===== src/rtl/deser_share_pkg.sv =====
// Shared types and width helpers for the deserializer sharing controller.
package deser_share_pkg;

  typedef enum logic [1:0] {
    IDLE     = 2'd0,
    GRANT    = 2'd1,
    WAIT_OUT = 2'd2,
    ABORT    = 2'd3
  } state_t;

  function automatic int id_width(input int n);
    return (n > 1) ? $clog2(n) : 1;
  endfunction

  function automatic int cnt_width(input int width);
    return $clog2(width + 1);
  endfunction

  function automatic int to_width(input int timeout);
    return $clog2(timeout + 1);
  endfunction

endpackage


===== src/rtl/deser_share_ctrl_picker.sv =====
// Rotating-mask priority encoder: first set request at or after ptr, wrapping.
module rr_priority_picker
  import deser_share_pkg::*;
#(
  parameter int N_REQ = 4,
  localparam int ID_W = id_width(N_REQ)
) (
  input  logic [N_REQ-1:0] req,
  input  logic [ID_W-1:0]  ptr,
  output logic             any,
  output logic [ID_W-1:0]  id,
  output logic [N_REQ-1:0] onehot
);

  logic [N_REQ-1:0] upper;
  logic [N_REQ-1:0] cand;

  // Requests at or above the pointer win; otherwise fall back to the wrapped set.
  always_comb begin
    upper = '0;
    for (int i = 0; i < N_REQ; i++) begin
      upper[i] = (i >= int'(ptr)) && req[i];
    end
    cand   = (|upper) ? upper : req;
    any    = |req;
    id     = '0;
    onehot = '0;
    for (int i = N_REQ - 1; i >= 0; i--) begin
      if (cand[i]) begin
        id        = ID_W'(i);
        onehot    = '0;
        onehot[i] = 1'b1;
      end
    end
  end

endmodule


===== src/rtl/deser_share_ctrl.sv =====
// Round-robin sharing of one serial-to-parallel deserializer between N_REQ
// serial requesters, one word per grant, with abort on drop-out or timeout.
module deser_share_ctrl
  import deser_share_pkg::*;
#(
  parameter int N_REQ          = 4,
  parameter int DATA_BUS_WIDTH = 16,
  parameter int TIMEOUT        = 8,
  localparam int ID_W          = id_width(N_REQ)
) (
  input  logic                      clk_i,
  input  logic                      srst_i,
  input  logic [N_REQ-1:0]          req_i,
  input  logic [N_REQ-1:0]          data_i,
  input  logic [N_REQ-1:0]          data_val_i,
  output logic [N_REQ-1:0]          grant_o,
  output logic                      ser_data_o,
  output logic                      ser_data_val_o,
  output logic                      deser_srst_o,
  input  logic [DATA_BUS_WIDTH-1:0] deser_data_i,
  input  logic                      deser_data_val_i,
  output logic [DATA_BUS_WIDTH-1:0] out_data_o,
  output logic [ID_W-1:0]           out_id_o,
  output logic                      out_val_o,
  output logic                      err_o
);

  localparam int CNT_W = cnt_width(DATA_BUS_WIDTH);
  localparam int TO_W  = to_width(TIMEOUT);

  state_t           state;
  logic [ID_W-1:0]  owner;
  logic [ID_W-1:0]  ptr;
  logic [CNT_W-1:0] beat;
  logic [TO_W-1:0]  wait_cnt;

  logic             pick_any;
  logic [ID_W-1:0]  pick_id;
  logic [N_REQ-1:0] pick_onehot;

  logic             owner_beat;
  logic             owner_bit;
  logic             owner_req;
  logic [ID_W-1:0]  owner_next;

  rr_priority_picker #(
    .N_REQ (N_REQ)
  ) u_picker (
    .req    (req_i),
    .ptr    (ptr),
    .any    (pick_any),
    .id     (pick_id),
    .onehot (pick_onehot)
  );

  assign owner_beat = data_val_i[owner];
  assign owner_bit  = data_i[owner];
  assign owner_req  = req_i[owner];
  assign owner_next = (owner == ID_W'(N_REQ - 1)) ? '0 : owner + 1'b1;

  // Pulse outputs default low each cycle; abort flags are raised on entry to
  // ABORT so they are visible for exactly the one ABORT cycle.
  always_ff @(posedge clk_i or posedge srst_i) begin
    if (srst_i) begin
      state          <= IDLE;
      owner          <= '0;
      ptr            <= '0;
      beat           <= '0;
      wait_cnt       <= '0;
      grant_o        <= '0;
      ser_data_o     <= 1'b0;
      ser_data_val_o <= 1'b0;
      deser_srst_o   <= 1'b0;
      out_data_o     <= '0;
      out_id_o       <= '0;
      out_val_o      <= 1'b0;
      err_o          <= 1'b0;
    end else begin
      out_val_o      <= 1'b0;
      err_o          <= 1'b0;
      deser_srst_o   <= 1'b0;
      ser_data_o     <= 1'b0;
      ser_data_val_o <= 1'b0;

      case (state)
        IDLE: begin
          if (pick_any) begin
            owner   <= pick_id;
            grant_o <= pick_onehot;
            beat    <= '0;
            state   <= GRANT;
          end
        end

        GRANT: begin
          ser_data_o     <= owner_bit;
          ser_data_val_o <= owner_beat;
          // The final beat takes priority over a simultaneous request drop.
          if (owner_beat && (beat == CNT_W'(DATA_BUS_WIDTH - 1))) begin
            grant_o  <= '0;
            wait_cnt <= '0;
            state    <= WAIT_OUT;
          end else begin
            if (owner_beat) begin
              beat <= beat + 1'b1;
            end
            if (!owner_req) begin
              grant_o      <= '0;
              deser_srst_o <= 1'b1;
              err_o        <= 1'b1;
              out_id_o     <= owner;
              ptr          <= owner_next;
              state        <= ABORT;
            end
          end
        end

        WAIT_OUT: begin
          wait_cnt <= wait_cnt + 1'b1;
          if (deser_data_val_i) begin
            out_data_o <= deser_data_i;
            out_id_o   <= owner;
            out_val_o  <= 1'b1;
            ptr        <= owner_next;
            state      <= IDLE;
          end else if (wait_cnt == TO_W'(TIMEOUT - 1)) begin
            deser_srst_o <= 1'b1;
            err_o        <= 1'b1;
            out_id_o     <= owner;
            ptr          <= owner_next;
            state        <= ABORT;
          end
        end

        ABORT: begin
          state <= IDLE;
        end

        default: begin
          state <= IDLE;
        end
      endcase
    end
  end

endmodule


===== config.mk =====
export PLATFORM = sky130hd
export DESIGN_NAME = deser_share_ctrl
export DESIGN_NICKNAME = d
export VERILOG_FILES = /design/src/rtl/deser_share_pkg.sv /design/src/rtl/deser_share_ctrl_picker.sv /design/src/rtl/deser_share_ctrl.sv
export SDC_FILE = /design/constraint.sdc
export NUM_CORES = 1
export LEC_CHECK = 0
export ABC_AREA = 1
export CORE_UTILIZATION = 52
export DETAILED_ROUTE_END_ITERATION = 10
export PLACE_DENSITY = 0.85
export SETUP_SLACK_MARGIN = 0.05
export SYNTH_ARGS = -nofsm -noshare
export SYNTH_HDL_FRONTEND = slang
export SYNTH_SLANG_ARGS = --single-unit
export TNS_END_PERCENT = 100

===== constraint.sdc =====
create_clock -name clk_i -period 3 [get_ports clk_i]
set_input_delay 0.45 -clock clk_i [delete_from_list [all_inputs] [get_ports clk_i]]
set_output_delay 0.45 -clock clk_i [all_outputs]
set_load 0.005 [all_outputs]

==> impl_metrics.json <==
{
  "cp-startpoint": "state[1]",
  "tightest_slew_ns": 0.5338,
  "dpl_cell_area_sq_um": 2763,
  "layout_setup_ws_ns": 0.8921,
  "grt_pass1_vias": 1745,
  "area_growth_pct": 32.31,
  "drc_errors": 0,
  "min_period_ns": 2.108,
  "worstSetupPathType": "flip-flop to flip-flop",
  "cts_tree": "built",
  "p_total_uw": 2614,
  "clock-sinks": 41,
  "detail_route.vias_per_cell": 4.893,
  "regToRegStartpoint": "state[1]",
  "drt_wl_total_um": 4650,
  "overflow": 0,
  "cts_setup_buffers": 0,
  "cpPeakStageDelay_ns": 0.43,
  "netlist_area_sq_um": 2161,
  "outcome": "complete, no violations",
  "insertion_delay_ns": 0.30,
  "rsz0062_at_grt": "no",
  "yosysSeqAreaShare_pct": 47.48,
  "drt_iter0_markers": 150,
  "nNetsFinal": 379,
  "htree_levels": 2,
  "drtAntennaViolNets": 0,
  "layout-drive-gt1-share_pct": 9.649,
  "antenna_cells": 0,
  "synth-simple-area-share_pct": 35.67,
  "die_area_sq_um": 4417,
  "start_util_pct": 54.02,
  "hold_viol": 0,
  "worstSetupStartpointType": "flip-flop",
  "path_cells": "inv_1 -> ha_1 -> inv_1 -> o21ai_2 -> nand2_2 -> nor2_4 -> inv_2 -> nand2_1 -> nand2_1",
  "wire_per_inst_um": 11.86,
  "ioPinCount": 58,
  "postCtsHoldBufs": 0,
  "pwr_density_cell_nw_per_um2": 914.4,
  "root_buffer": "clkbuf_8",
  "vias": 1918,
  "synth_top_family_by_area": "simple AND/OR/NAND/NOR gates",
  "drt_first_pass_iters": 5,
  "syn_area_per_cell_sq_um": 7.662,
  "dp_hpwl_um": 3510,
  "cp_slowest_cell": "dfrtp_1",
  "fp.dieH_um": 66.46,
  "synthXorXnorAreaFrac_pct": 0.8107,
  "synth_seq_cells": 41,
  "cts_buffer_depth": 2,
  "antenna_found_initial": 0,
  "finalSetupViolCount": 0,
  "drv_slew": 0,
  "fmax_ghz": 0.4744,
  "synth-compound-area-share_pct": 5.675,
  "ys_types": 23,
  "numCtsBuffers": 5,
  "crit_fanout": 11,
  "hold_class": "flip-flop to flip-flop",
  "grt_max_degree": 42,
  "max-cap-violations": 0,
  "dieWidth_um": 66.46,
  "utilization_pct": 71.47,
  "multiInputGateArea_sq_um": 998.5,
  "regArea_sq_um": 1026,
  "coreArea_sq_um": 4000,
  "muxShareOfSynthArea_pct": 0,
  "synth_fa_ha_area_share_pct": 4.053,
  "hold_start": "grant_o[0]",
  "period_share_pct": 70.26,
  "clkTransAtPathRegs_ns": 0.08,
  "yosysWarnings": 0,
  "dp_slack_ns": 0.7532,
  "leakagePower_uw": 0.001414,
  "setup_tns_ns": 0,
  "rows": 23,
  "cts_resized": 0,
  "slew_headroom_pct": 64.32,
  "grt_pass1_wl_um": 7631,
  "worstSetupEndpointType": "flip-flop",
  "gp_congestion": 0.8581,
  "synth_nets": 320,
  "postSynthCellCount": 282,
  "track_usage_pct": 22.90,
  "ir_drop_mv": 0.4605,
  "fill_cells": 317,
  "crit_arrival_ns": 2.30,
  "stdcell_area_sq_um": 2859,
  "required_ns": 3.19,
  "fin_skew_ns": 0.006730,
  "io_buffers": 57
}
-- metal layers --
| layer | track usage (%) | routed length, um | vias to the layer above |
|---|---|---|---|
| li1 | - | - | 993 |
| met1 | 29.37 | 2162 | 879 |
| met2 | 38.65 | 2296 | 41 |
| met3 | 3.082 | 142 | 5 |
| met4 | 9.574 | 48 | 0 |
| met5 | 0 | 0 | - |
-- worst max-delay path: cells and delay by family (launching register included) --
family | cells | cell delay, ns
buf+inv | 3 | 0.48
flops | 1 | 0.43
simple gates | 4 | 0.42
fa+ha+maj | 1 | 0.36
compound gates | 1 | 0.32
-- stage by stage --
stage	std cells	hold WS, ns
after CTS	392	0.4832
after floorplan	282	0.4648
after global placement	384	0.4588
after global routing	392	0.4998
final	392	0.4761
after detailed placement	384	0.4641
-- power by group --
| part | total [uW] | internal [uW] | switching (uW) | leakage (uW) |
|---|---|---|---|---|
| Sequential | 944 | 774 | 170 | 0.000529 |
| Clock | 374 | 186 | 187 | 0.0000512 |
| Combinational | 1300 | 589 | 708 | 0.000834 |
-- sequential cells by signal, indices dropped and copies added (netlist names) --
signal and flops:
state 2, beat 5, out_id_o 2, wait_cnt 4
ser_data_o 1, ser_data_val_o 1, owner 2, err_o 1
out_data_o 16, ptr 2, grant_o 4, out_val_o 1
-- area by class of cell --
| type | count | area share, % |
|---|---|---|
| tap | 50 | 2.188 |
| inverter | 26 | 3.414 |
| multi-input combinational | 209 | 34.92 |
| clock buffer | 6 | 2.888 |
| sequential | 41 | 35.89 |
| timing repair buffer | 58 | 20.22 |
| clock inverter | 2 | 0.4814 |
-- synthesized netlist by cell type --
cell	number	area share [%]
nand3_2	4	1.9
nand4_1	4	1.2
nand3_1	13	3.0
nand2_2	8	2.3
a21oi_1	7	1.6
xor2_1	2	0.81
inv_1	20	3.5
dfrtp_1	41	47
nor2_1	24	4.2
clkinv_1	1	0.17
nand2_1	117	20
nor2_2	2	0.58
clkbuf_4	1	0.35
buf_4	3	1.0
o21ai_2	2	0.81
o21ai_1	5	1.2
ha_1	7	4.1
o21ai_0	9	2.1
inv_2	5	0.87
nor3b_1	2	0.69
buf_2	1	0.23
nor2_4	3	1.6
clkbuf_1	1	0.17
-- path summary, 6_finish.rpt --
| path | endpoint | slack [ns] | depth (start not counted) |
|---|---|---|---|
| worst max-delay path | beat[2] | 0.89 | 9 |
| worst min-delay path | grant_o[0] | 0.48 | 2 |
| worst max register to register | beat[2] | 0.89 | 9 |
| worst min register to register | grant_o[0] | 0.48 | 2 |
| max in group asynchronous | ptr[0] | 2.08 | 3 |
| min in group asynchronous | out_data_o[15] | 0.57 | 3 |
-- kinds of logic (layout without fill, tap and decap cells) --
logic type      count (synthesis)  count (layout)
fa+ha+maj                       7               7
buf+inv                        32              92
simple gates                  177             177
flops                          41              41
compound gates                 23              23
xor+xnor                        2               2
-- cells in the final DEF, fill, tap and decap left out --
cell type,synthesis,routed
nand3_2,4,4
nor2_4,3,3
nand2_1,117,117
nand4_1,4,4
a21oi_1,7,7
xor2_1,2,2
nor2_2,2,2
o21ai_1,5,5
dfrtp_1,41,41
buf_4,3,1
ha_1,7,7
clkbuf_8,0,6
inv_1,20,20
nor2_1,24,24
clkdlybuf4s50_1,0,57
nand3_1,13,13
nand2_2,8,8
clkinv_1,1,1
clkinv_2,0,1
inv_2,5,5
o21ai_2,2,2
clkinv_4,0,1
o21ai_0,9,9
nor3b_1,2,2
(Power assumes the default switching activity.)
